File: src/rtl/regfile_scoreboard_decoder_if.sv
// regfile_scoreboard_decoder_if: issue/writeback/query bundle; master = pipeline side, slave = decoder side
interface regfile_scoreboard_decoder_if #(
  parameter int ADDR_W = 5,
  parameter int DEPTH = 32
);
  localparam int CNT_W = $clog2(DEPTH + 1);
  logic iss_valid;
  logic [ADDR_W-1:0] iss_rd;
  logic iss_ready;
  logic wb_valid;
  logic [ADDR_W-1:0] wb_rd;
  logic [ADDR_W-1:0] rs1_addr;
  logic [ADDR_W-1:0] rs2_addr;
  logic rs1_busy;
  logic rs2_busy;
  logic [DEPTH-1:0] wr_onehot;
  logic [DEPTH-1:0] busy_vec;
  logic [CNT_W-1:0] busy_cnt;
  logic err_wb_idle;
  modport master (
    output iss_valid, iss_rd, wb_valid, wb_rd, rs1_addr, rs2_addr,
    input iss_ready, rs1_busy, rs2_busy, wr_onehot, busy_vec, busy_cnt, err_wb_idle
  );
  modport slave (
    input iss_valid, iss_rd, wb_valid, wb_rd, rs1_addr, rs2_addr,
    output iss_ready, rs1_busy, rs2_busy, wr_onehot, busy_vec, busy_cnt, err_wb_idle
  );
endinterface

File: src/rtl/regfile_scoreboard_decoder.sv
// regfile_scoreboard_decoder: writeback one-hot decode + busy scoreboard with bypassed rs1/rs2 hazard query; ports clk, rst, bus (slave: issue/writeback/query in; ready, busy, onehot, count, error out)
module regfile_scoreboard_decoder #(
  parameter int ADDR_W = 5,
  parameter int DEPTH = 32,
  parameter int ZERO_HARDWIRED = 1
) (
  input logic clk,
  input logic rst,
  regfile_scoreboard_decoder_if.slave bus
);
  localparam int CNT_W = $clog2(DEPTH + 1);
  localparam logic [DEPTH-1:0] KEEP = (ZERO_HARDWIRED != 0) ? ~DEPTH'(1) : '1;
  function automatic logic [DEPTH-1:0] dec(input logic [ADDR_W-1:0] a);
    return (DEPTH'(1) << a) & KEEP;
  endfunction
  logic [DEPTH-1:0] busy_q, busy_d, wr_q, iss_dec, wb_dec, rs1_dec, rs2_dec;
  logic [CNT_W-1:0] cnt_q, cnt_d;
  logic err_q, err_d, wb_hit, iss_fire, wb_x0;
  always_comb begin
    iss_dec = dec(bus.iss_rd);
    wb_dec = dec(bus.wb_rd);
    rs1_dec = dec(bus.rs1_addr);
    rs2_dec = dec(bus.rs2_addr);
    wb_hit = bus.wb_valid & (|(busy_q & wb_dec));
    wb_x0 = (ZERO_HARDWIRED != 0) && (bus.wb_rd == '0);
    bus.iss_ready = ~(|iss_dec) | ~(|(busy_q & iss_dec)) | (wb_hit & (bus.wb_rd == bus.iss_rd));
    iss_fire = bus.iss_valid & bus.iss_ready;
    busy_d = (busy_q & ~(bus.wb_valid ? wb_dec : '0)) | (iss_fire ? iss_dec : '0);
    err_d = bus.wb_valid & ~wb_hit & ~wb_x0;
    bus.rs1_busy = (|(busy_q & rs1_dec)) & ~(bus.wb_valid & (bus.wb_rd == bus.rs1_addr));
    bus.rs2_busy = (|(busy_q & rs2_dec)) & ~(bus.wb_valid & (bus.wb_rd == bus.rs2_addr));
    cnt_d = '0;
    for (int i = 0; i < DEPTH; i++) cnt_d = cnt_d + CNT_W'(busy_d[i]);
  end
  always_ff @(posedge clk) begin
    if (rst) begin
      busy_q <= '0;
      wr_q <= '0;
      cnt_q <= '0;
      err_q <= 1'b0;
    end else begin
      busy_q <= busy_d;
      wr_q <= bus.wb_valid ? wb_dec : '0;
      cnt_q <= cnt_d;
      err_q <= err_d;
    end
  end
  assign bus.busy_vec = busy_q;
  assign bus.wr_onehot = wr_q;
  assign bus.busy_cnt = cnt_q;
  assign bus.err_wb_idle = err_q;
endmodule
File: src/flat_wrapper.sv
// flat-port wrapper written by rule: the top's interface ports become plain ports
module regfile_scoreboard_decoder_flat 
#(
  parameter int ADDR_W = 5,
  parameter int DEPTH = 32,
  parameter int ZERO_HARDWIRED = 1
)
  (clk, rst, bus_iss_valid, bus_iss_rd, bus_wb_valid, bus_wb_rd, bus_rs1_addr, bus_rs2_addr, bus_iss_ready, bus_rs1_busy, bus_rs2_busy, bus_wr_onehot, bus_busy_vec, bus_busy_cnt, bus_err_wb_idle);
  regfile_scoreboard_decoder_if #(.ADDR_W(ADDR_W), .DEPTH(DEPTH)) bus_i ();
  input logic clk;
  input logic rst;
  input wire logic [$bits(bus_i.iss_valid)-1:0] bus_iss_valid;
  input wire logic [$bits(bus_i.iss_rd)-1:0] bus_iss_rd;
  input wire logic [$bits(bus_i.wb_valid)-1:0] bus_wb_valid;
  input wire logic [$bits(bus_i.wb_rd)-1:0] bus_wb_rd;
  input wire logic [$bits(bus_i.rs1_addr)-1:0] bus_rs1_addr;
  input wire logic [$bits(bus_i.rs2_addr)-1:0] bus_rs2_addr;
  output wire logic [$bits(bus_i.iss_ready)-1:0] bus_iss_ready;
  output wire logic [$bits(bus_i.rs1_busy)-1:0] bus_rs1_busy;
  output wire logic [$bits(bus_i.rs2_busy)-1:0] bus_rs2_busy;
  output wire logic [$bits(bus_i.wr_onehot)-1:0] bus_wr_onehot;
  output wire logic [$bits(bus_i.busy_vec)-1:0] bus_busy_vec;
  output wire logic [$bits(bus_i.busy_cnt)-1:0] bus_busy_cnt;
  output wire logic [$bits(bus_i.err_wb_idle)-1:0] bus_err_wb_idle;
  assign bus_i.iss_valid = bus_iss_valid;
  assign bus_i.iss_rd = bus_iss_rd;
  assign bus_i.wb_valid = bus_wb_valid;
  assign bus_i.wb_rd = bus_wb_rd;
  assign bus_i.rs1_addr = bus_rs1_addr;
  assign bus_i.rs2_addr = bus_rs2_addr;
  assign bus_iss_ready = bus_i.iss_ready;
  assign bus_rs1_busy = bus_i.rs1_busy;
  assign bus_rs2_busy = bus_i.rs2_busy;
  assign bus_wr_onehot = bus_i.wr_onehot;
  assign bus_busy_vec = bus_i.busy_vec;
  assign bus_busy_cnt = bus_i.busy_cnt;
  assign bus_err_wb_idle = bus_i.err_wb_idle;
  regfile_scoreboard_decoder #(.ADDR_W(ADDR_W), .DEPTH(DEPTH), .ZERO_HARDWIRED(ZERO_HARDWIRED)) u_core (.clk(clk), .rst(rst), .bus(bus_i));
endmodule
File: config.mk
export PLATFORM = sky130hd
export DESIGN_NAME = regfile_scoreboard_decoder_flat
export DESIGN_NICKNAME = d
export VERILOG_FILES = /design/src/rtl/regfile_scoreboard_decoder_if.sv /design/src/rtl/regfile_scoreboard_decoder.sv /design/src/flat_wrapper.sv
export SDC_FILE = /design/constraint.sdc
export NUM_CORES = 1
export LEC_CHECK = 0
export ABC_AREA = 1
export BUFFER_PORTS_ARGS = -buffer_cell sky130_fd_sc_hd__buf_2
export CORE_ASPECT_RATIO = 0.5
export CORE_MARGIN = 3
export CORE_UTILIZATION = 57
export DETAILED_ROUTE_END_ITERATION = 6
export PLACE_DENSITY = 0.86
export REMOVE_ABC_BUFFERS = 1
export SLEW_MARGIN = 10
export SYNTH_ARGS = -nofsm -noshare
export SYNTH_HDL_FRONTEND = slang
export SYNTH_SLANG_ARGS = --single-unit
File: constraint.sdc
create_clock -name clk -period 7.13 [get_ports clk]
set_input_delay 0.3565 -clock clk [delete_from_list [all_inputs] [get_ports clk]]
set_output_delay 0.3565 -clock clk [all_outputs]
set_load 0.005 [all_outputs]
==> metrics.cfg, run 1 <==
[critical_path]
crit_arrival_ps = 7000
setup.worst_path.start_class = primary input
critPathRequiredTime_ps = 7400
cpMostUsedCell = fa_1
critPathKind = in2reg
worstPathMaxFanout = 20
path_buf_inv = 8
crit_family = adder cells
cpPeakStageDelay_ps = 520
endpoint_kind = register
cpMaxStageDelayCell = fa_1

[logic_synthesis]
synth_area_mm2 = 0.00515
synth_top_area_cell = dfxtp_1
synth.top_cell.area_share_pct = 26.8
yosysWarnings = 0
synthFlopType = dfxtp_1
netlist_top_cells_count = 159 x nand2_1, 117 x nor2_1, 105 x inv_1
ys_seq_area_share_pct = 26.8
synthTopCellsByArea = dfxtp_1 27%, nand2_1 12%, fa_1 8.9%, nor2_1 8.5%, inv_1 7.7%
synth_cells = 781
yosysMostFrequentCell = nand2_1
yosys.cell_types.count = 37
synth_area_per_cell_um2 = 6.59
ys_ff_latch = 69
synth_edf_count = 0
synthArstFlopShare_pct = 0

[grt]
grt_pass1_wl_um = 30100
overflow = 0
grt_pass1_vias = 5505
antenna_found_initial = 0
grt_max_degree = 46
grtUsageTotal_pct = 38.3

[die]
dieArea_mm2 = 0.0103
core_area_mm2 = 0.00837
design.portCount = 98
die_h_um = 73.2
die_w_um = 140
num_rows = 23
initial_core_util_pct = 61.5

[sta]
maxSlewHeadroom_pct = 38.8
maxSlewViolCount = 0
setup-tns-final_ps = 0
worst_pin_slew_ps = 918
hold_viol = 0
fin_worst_skew_ps = 10.2
rsz0062_at_grt = no
setup_viol = 0
fmax_ghz = 0.149
period_share_pct = 94.3
fin_crit_ps = 6730

[route]
ant_nets = 0
avgViaCountPerCell = 6.18
dr.pass1.iters = 7
postRouteWirelength_um = 19500
via_count = 6041
drc = 1
wire_per_inst_um = 19.9
drtIter0Drc = 1029

[cells_and_area]
diodes = 0
seqCellArea_mm2 = 0.00138
drive_gt1_share_pct = 19.3
layout.nets = 915
n_fill_cell = 777
multi_input_area_mm2 = 0.00315
syn_to_final_growth_pct = 16.1

[run_status]
status = complete, but fails checks
violations = design-rule violations

[cts]
path_clk_slew_ps = 70
htreeDepth = 3
clock_path_buffers = 2
cts_setup_buffers = 0
insertion_delay_ps = 350
ctsResizeCount = 0
ctsHoldBuffers = 0
root_buffer = clkbuf_16
cts_buffers = 9
numClockSinks = 69
cts_tree = yes

[placed_design]
numPortBuffers = 95
place_congestion = 1.04
dpl.hpwl_um = 14900

[power]
p_per_area_mw_per_mm2 = 169
p_leak_nw = 2.93
max-vdd-ir-drop_mv = 0.137
power_w = 0.00101

[flow_run]
drv_cap = 0

[worst_hold_path]
hp-class = in2reg

per-stage QoR:
step / cells / hold WS, ps / utilization (%) / cell area [um^2] / setup WS [ps]
after floorplan: 742 / 426 / - / 4950 / 671
after global placement: 962 / 555 / 67.8 / 5680 / 264
after detailed placement: 962 / 547 / 67.8 / 5680 / 194
after CTS: 978 / 482 / 71.4 / 5980 / 524
after global routing: 978 / 528 / 71.4 / 5980 / 37.0
final: 978 / 496 / 71.4 / 5980 / 405
cell usage in the layout, fill, tap and decap left out, types with 23 or more instances in the layout:
master and count:
dfxtp_1 69, nor3_1 24, nand3_2 29, nor2_1 117, a21oi_1 34, nand2_1 159
nand4_1 34, nand3_1 54, inv_1 105, buf_2 95, fa_1 23, o21ai_0 31
layout make-up:
class                      count  area share, %
clock buffer                   9           3.77
sequential                    69           23.1
multi-input combinational    560           52.6
tap                          112           2.34
clock inverter                 7           1.32
inverter                     113           7.09
timing repair buffer         108           9.79
per-layer routing:
| metal | vias to the layer above | wire [um] | track usage, % |
|---|---|---|---|
| met1 | 2761 | 7500 | 51.2 |
| met3 | 83 | 3420 | 16.8 |
| met2 | 486 | 7840 | 55.2 |
| met4 | 3 | 710 | 13.7 |
| met5 | - | 27 | 0 |
| li1 | 2708 | - | - |
final timing paths:
| path | from | endpoint | slack (ps) | cells past startpoint |
|---|---|---|---|---|
| hold / removal | bus_wb_rd[1] | u_core.bus.wr_onehot[30]$_SDFF_PP0_ | 500 | 5 |
| setup reg to reg | u_core.bus.busy_vec[2]$_SDFF_PP0_ | u_core.bus.busy_cnt[4]$_SDFF_PP0_ | 660 | 29 |
| setup / recovery | bus_iss_rd[3] | u_core.bus.busy_cnt[4]$_SDFF_PP0_ | 400 | 32 |
| hold reg to reg | u_core.bus.busy_vec[8]$_SDFF_PP0_ | u_core.bus.busy_vec[8]$_SDFF_PP0_ | 570 | 2 |
state kept, by name (all words and copies together), names as in the netlist:
register                cells
u_core.bus.busy_vec        31
u_core.bus.wr_onehot       31
u_core.bus.busy_cnt         6
u_core.bus.err_wb_idle      1
where the power goes:
| group | leakage, nW | switching, W | total (W) | internal (W) |
|---|---|---|---|---|
| clock | 0.148 | 0.000207 | 0.000455 | 0.000248 |
| combinational | 2.22 | 0.000110 | 0.000156 | 0.0000467 |
| sequential | 0.557 | 0.00000737 | 0.000400 | 0.000393 |
worst register-to-register path: cells and delay by family (launching register included):
kind                       cells  cell delay [ps]
adders and majority gates      8             3750
and+or+nand+nor               14             1350
DFF                            1              640
buffers and inverters          6              490
AOI/OAI and AO/OA              1              170
logic make-up after synthesis:
| logic type | after synthesis | synth area share [%] |
|---|---|---|
| adder cells (fa/ha/maj) | 30 | 10.6 |
| buffers and inverters | 153 | 12.2 |
| AND/OR/NAND/NOR | 432 | 39.5 |
| flip-flops | 69 | 26.8 |
| AO/OA/AOI/OAI | 95 | 10.6 |
| XOR/XNOR | 1 | 0.170 |
| other | 1 | 0.0728 |
No activity file was read; power rests on OpenSTA's default activity.
==> inputs of run 2 (changes only) <==
==> constraint.sdc (replaced) <==
create_clock -name clk -period 7.13 [get_ports clk]
set_input_delay 0.713 -clock clk [delete_from_list [all_inputs] [get_ports clk]]
set_output_delay 0.713 -clock clk [all_outputs]
set_load 0.005 [all_outputs]
==> run 2 against run 1 <==
  * The flow still finishes with violations (design-rule violations)
  * Via count is 2.3% higher
  * Register-to-register slack better by 110 ps
  * Clock power is 9.5% higher
  * Die area stayed put
  * Total power is 5.1% higher
  * Hold slack better by 85 ps
  * First-iteration DRC count is 5.3% lower
  * Critical path type unchanged
  * Largest cell class unchanged
  * Largest power group unchanged
==> metrics.cfg, run 2 (synthesis results as in run 1) <==
[run_status]
status = complete, but fails checks
violations = design-rule violations

[critical_path]
path_buf_inv = 8  ; unchanged
rrSetupSlack_ps = 770  ; +110 ps
endpoint_kind = register
critPathKind = in2reg
crit_family = adder cells
cp_num_cells = 32  ; unchanged
worstPathMaxFanout = 12  ; -40%
crit_arrival_ps = 6980  ; -20 ps
setup.worst_path.start_class = primary input
cpMaxStageDelayCell = fa_1
cpMostUsedCell = fa_1
cpPeakStageDelay_ps = 530  ; about the same
critPathRequiredTime_ps = 7320  ; -80 ps
r2r_cells = 29  ; unchanged

[cells_and_area]
drive_gt1_share_pct = 21.4  ; +2.1 points
layout.nets = 934  ; +2.1%
syn_to_final_growth_pct = 20.2
n_fill_cell = 707  ; -9.0%
post-route-util_pct = 73.9  ; +2.5 points
multi_input_area_mm2 = 0.00316  ; +0.56%
final_cell_mix = 158 x nand2_1, 115 x nor2_1, 105 x inv_1, 93 x buf_2, 69 x dfxtp_1
final_common_cell = nand2_1
seqCellArea_mm2 = 0.00138  ; unchanged

[sta]
hold_viol = 0  ; unchanged
worst_pin_slew_ps = 966  ; +48.3 ps
maxSlewViolCount = 0  ; unchanged
rsz0062_at_grt = no
maxSlewHeadroom_pct = 35.6  ; -3.2 points
setup-tns-final_ps = 0  ; unchanged
fmax_ghz = 0.147  ; -1.1%
fin_worst_skew_ps = 6.67  ; -3.51 ps
setup_viol = 0  ; unchanged
fin_crit_ps = 6800  ; +72.7 ps
period_share_pct = 95.3  ; +1.0 points

[grt]
overflow = 0  ; unchanged
grt_pass1_vias = 5682  ; +3.2%
grt_max_degree = 46  ; unchanged
grtUsageTotal_pct = 39.4  ; +1.1 points
antenna_found_initial = 0  ; unchanged
grt_pass1_wl_um = 30700  ; +1.9%

[die]
die_h_um = 73.2  ; unchanged
num_rows = 23  ; unchanged
core_area_mm2 = 0.00837  ; unchanged
initial_core_util_pct = 61.5  ; unchanged
design.portCount = 98  ; unchanged
dieArea_mm2 = 0.0103  ; unchanged
die_w_um = 140  ; unchanged

[route]
drc = 2  ; +1
postRouteWirelength_um = 20500  ; +5.0%
via_count = 6182  ; +2.3%
wire_per_inst_um = 20.5  ; +2.9%
drtIter0Drc = 974  ; -5.3%
avgViaCountPerCell = 6.19  ; +0.28%
dr.pass1.iters = 7  ; unchanged
ant_nets = 0  ; unchanged

[worst_hold_path]
whs_path_depth = 2  ; -3
hp-class = reg2reg

[cts]
root_buffer = clkbuf_16
numClockSinks = 69  ; unchanged
clock_path_buffers = 2  ; unchanged
cts_buffers = 9  ; unchanged
htreeDepth = 3  ; unchanged
path_clk_slew_ps = 60  ; about the same
cts_tree = yes
insertion_delay_ps = 340  ; about the same
ctsHoldBuffers = 0  ; unchanged

[power]
p_per_area_mw_per_mm2 = 172  ; +1.5%
max-vdd-ir-drop_mv = 0.155  ; +13%
p_leak_nw = 3.05  ; +4.2%

[placed_design]
dpl.hpwl_um = 15400  ; +3.6%
numPortBuffers = 95  ; unchanged
place_congestion = 1.07  ; +3.2%

[flow_run]
drv_cap = 0  ; unchanged

[run 2: layout make-up]
| class | count | share of cell area, % |
|---|---|---|
| multi-input combinational | 560 | 51.1 |
| sequential | 69 | 22.3 |
| timing repair buffer | 127 | 12.0 |
| inverter | 113 | 6.89 |
| clock buffer | 9 | 3.64 |
| tap | 112 | 2.26 |
| clock inverter | 7 | 1.72 |
| antenna | 1 | 0.0404 |
[run 2: power breakdown]
part | leakage (nW) | total, W | switching [W] | internal [W]
Sequential | 0.557 | 0.000401 | 0.00000810 | 0.000393
Clock | 0.162 | 0.000498 | 0.000186 | 0.000312
Combinational | 2.33 | 0.000165 | 0.000113 | 0.0000521
[run 2: final timing paths]
kind,startpoint,endpoint
setup / recovery,bus_iss_rd[3],u_core.bus.busy_cnt[4]$_SDFF_PP0_
hold / removal,u_core.bus.busy_vec[8]$_SDFF_PP0_,u_core.bus.busy_vec[8]$_SDFF_PP0_
setup reg to reg,u_core.bus.busy_vec[26]$_SDFF_PP0_,u_core.bus.busy_cnt[4]$_SDFF_PP0_
hold reg to reg,u_core.bus.busy_vec[8]$_SDFF_PP0_,u_core.bus.busy_vec[8]$_SDFF_PP0_
[run 2: per-stage QoR]
stage               hold slack (ps)  cell area, um^2  total power (W)  worst slack [ps]  cells
finish                          582             6190          0.00106               332    998
global route                    611             6190          0.00109              5.16    997
CTS                             573             6140          0.00106               218    994
detailed placement              566             5810         0.000565             -38.4    978
global placement                537             5810         0.000559              72.6    978
floorplan                       514             4950         0.000486               315    742
[run 2: routing by layer]
layer  global-route usage [%]  vias to the layer above  share of wire, %
met3                     17.9                       91                18
met4                     14.1                        0               3.5
met1                     51.3                     2797                37
met2                     58.3                      540                41
li1                         -                     2754                 -
met5                        0                        -                 0
[run 2: worst min-delay path, cell delays in order (launching register included)]
cell and delay [ps]:
dfxtp_1 340, o21ai_0 110, a21oi_1 80
[run 2: repair_timing]
item                                    CTS  global route
endpoints found under the hold margin     0             0
setup buffers                             0             3
endpoints found under the setup margin    0             1
resized for setup                         0             8
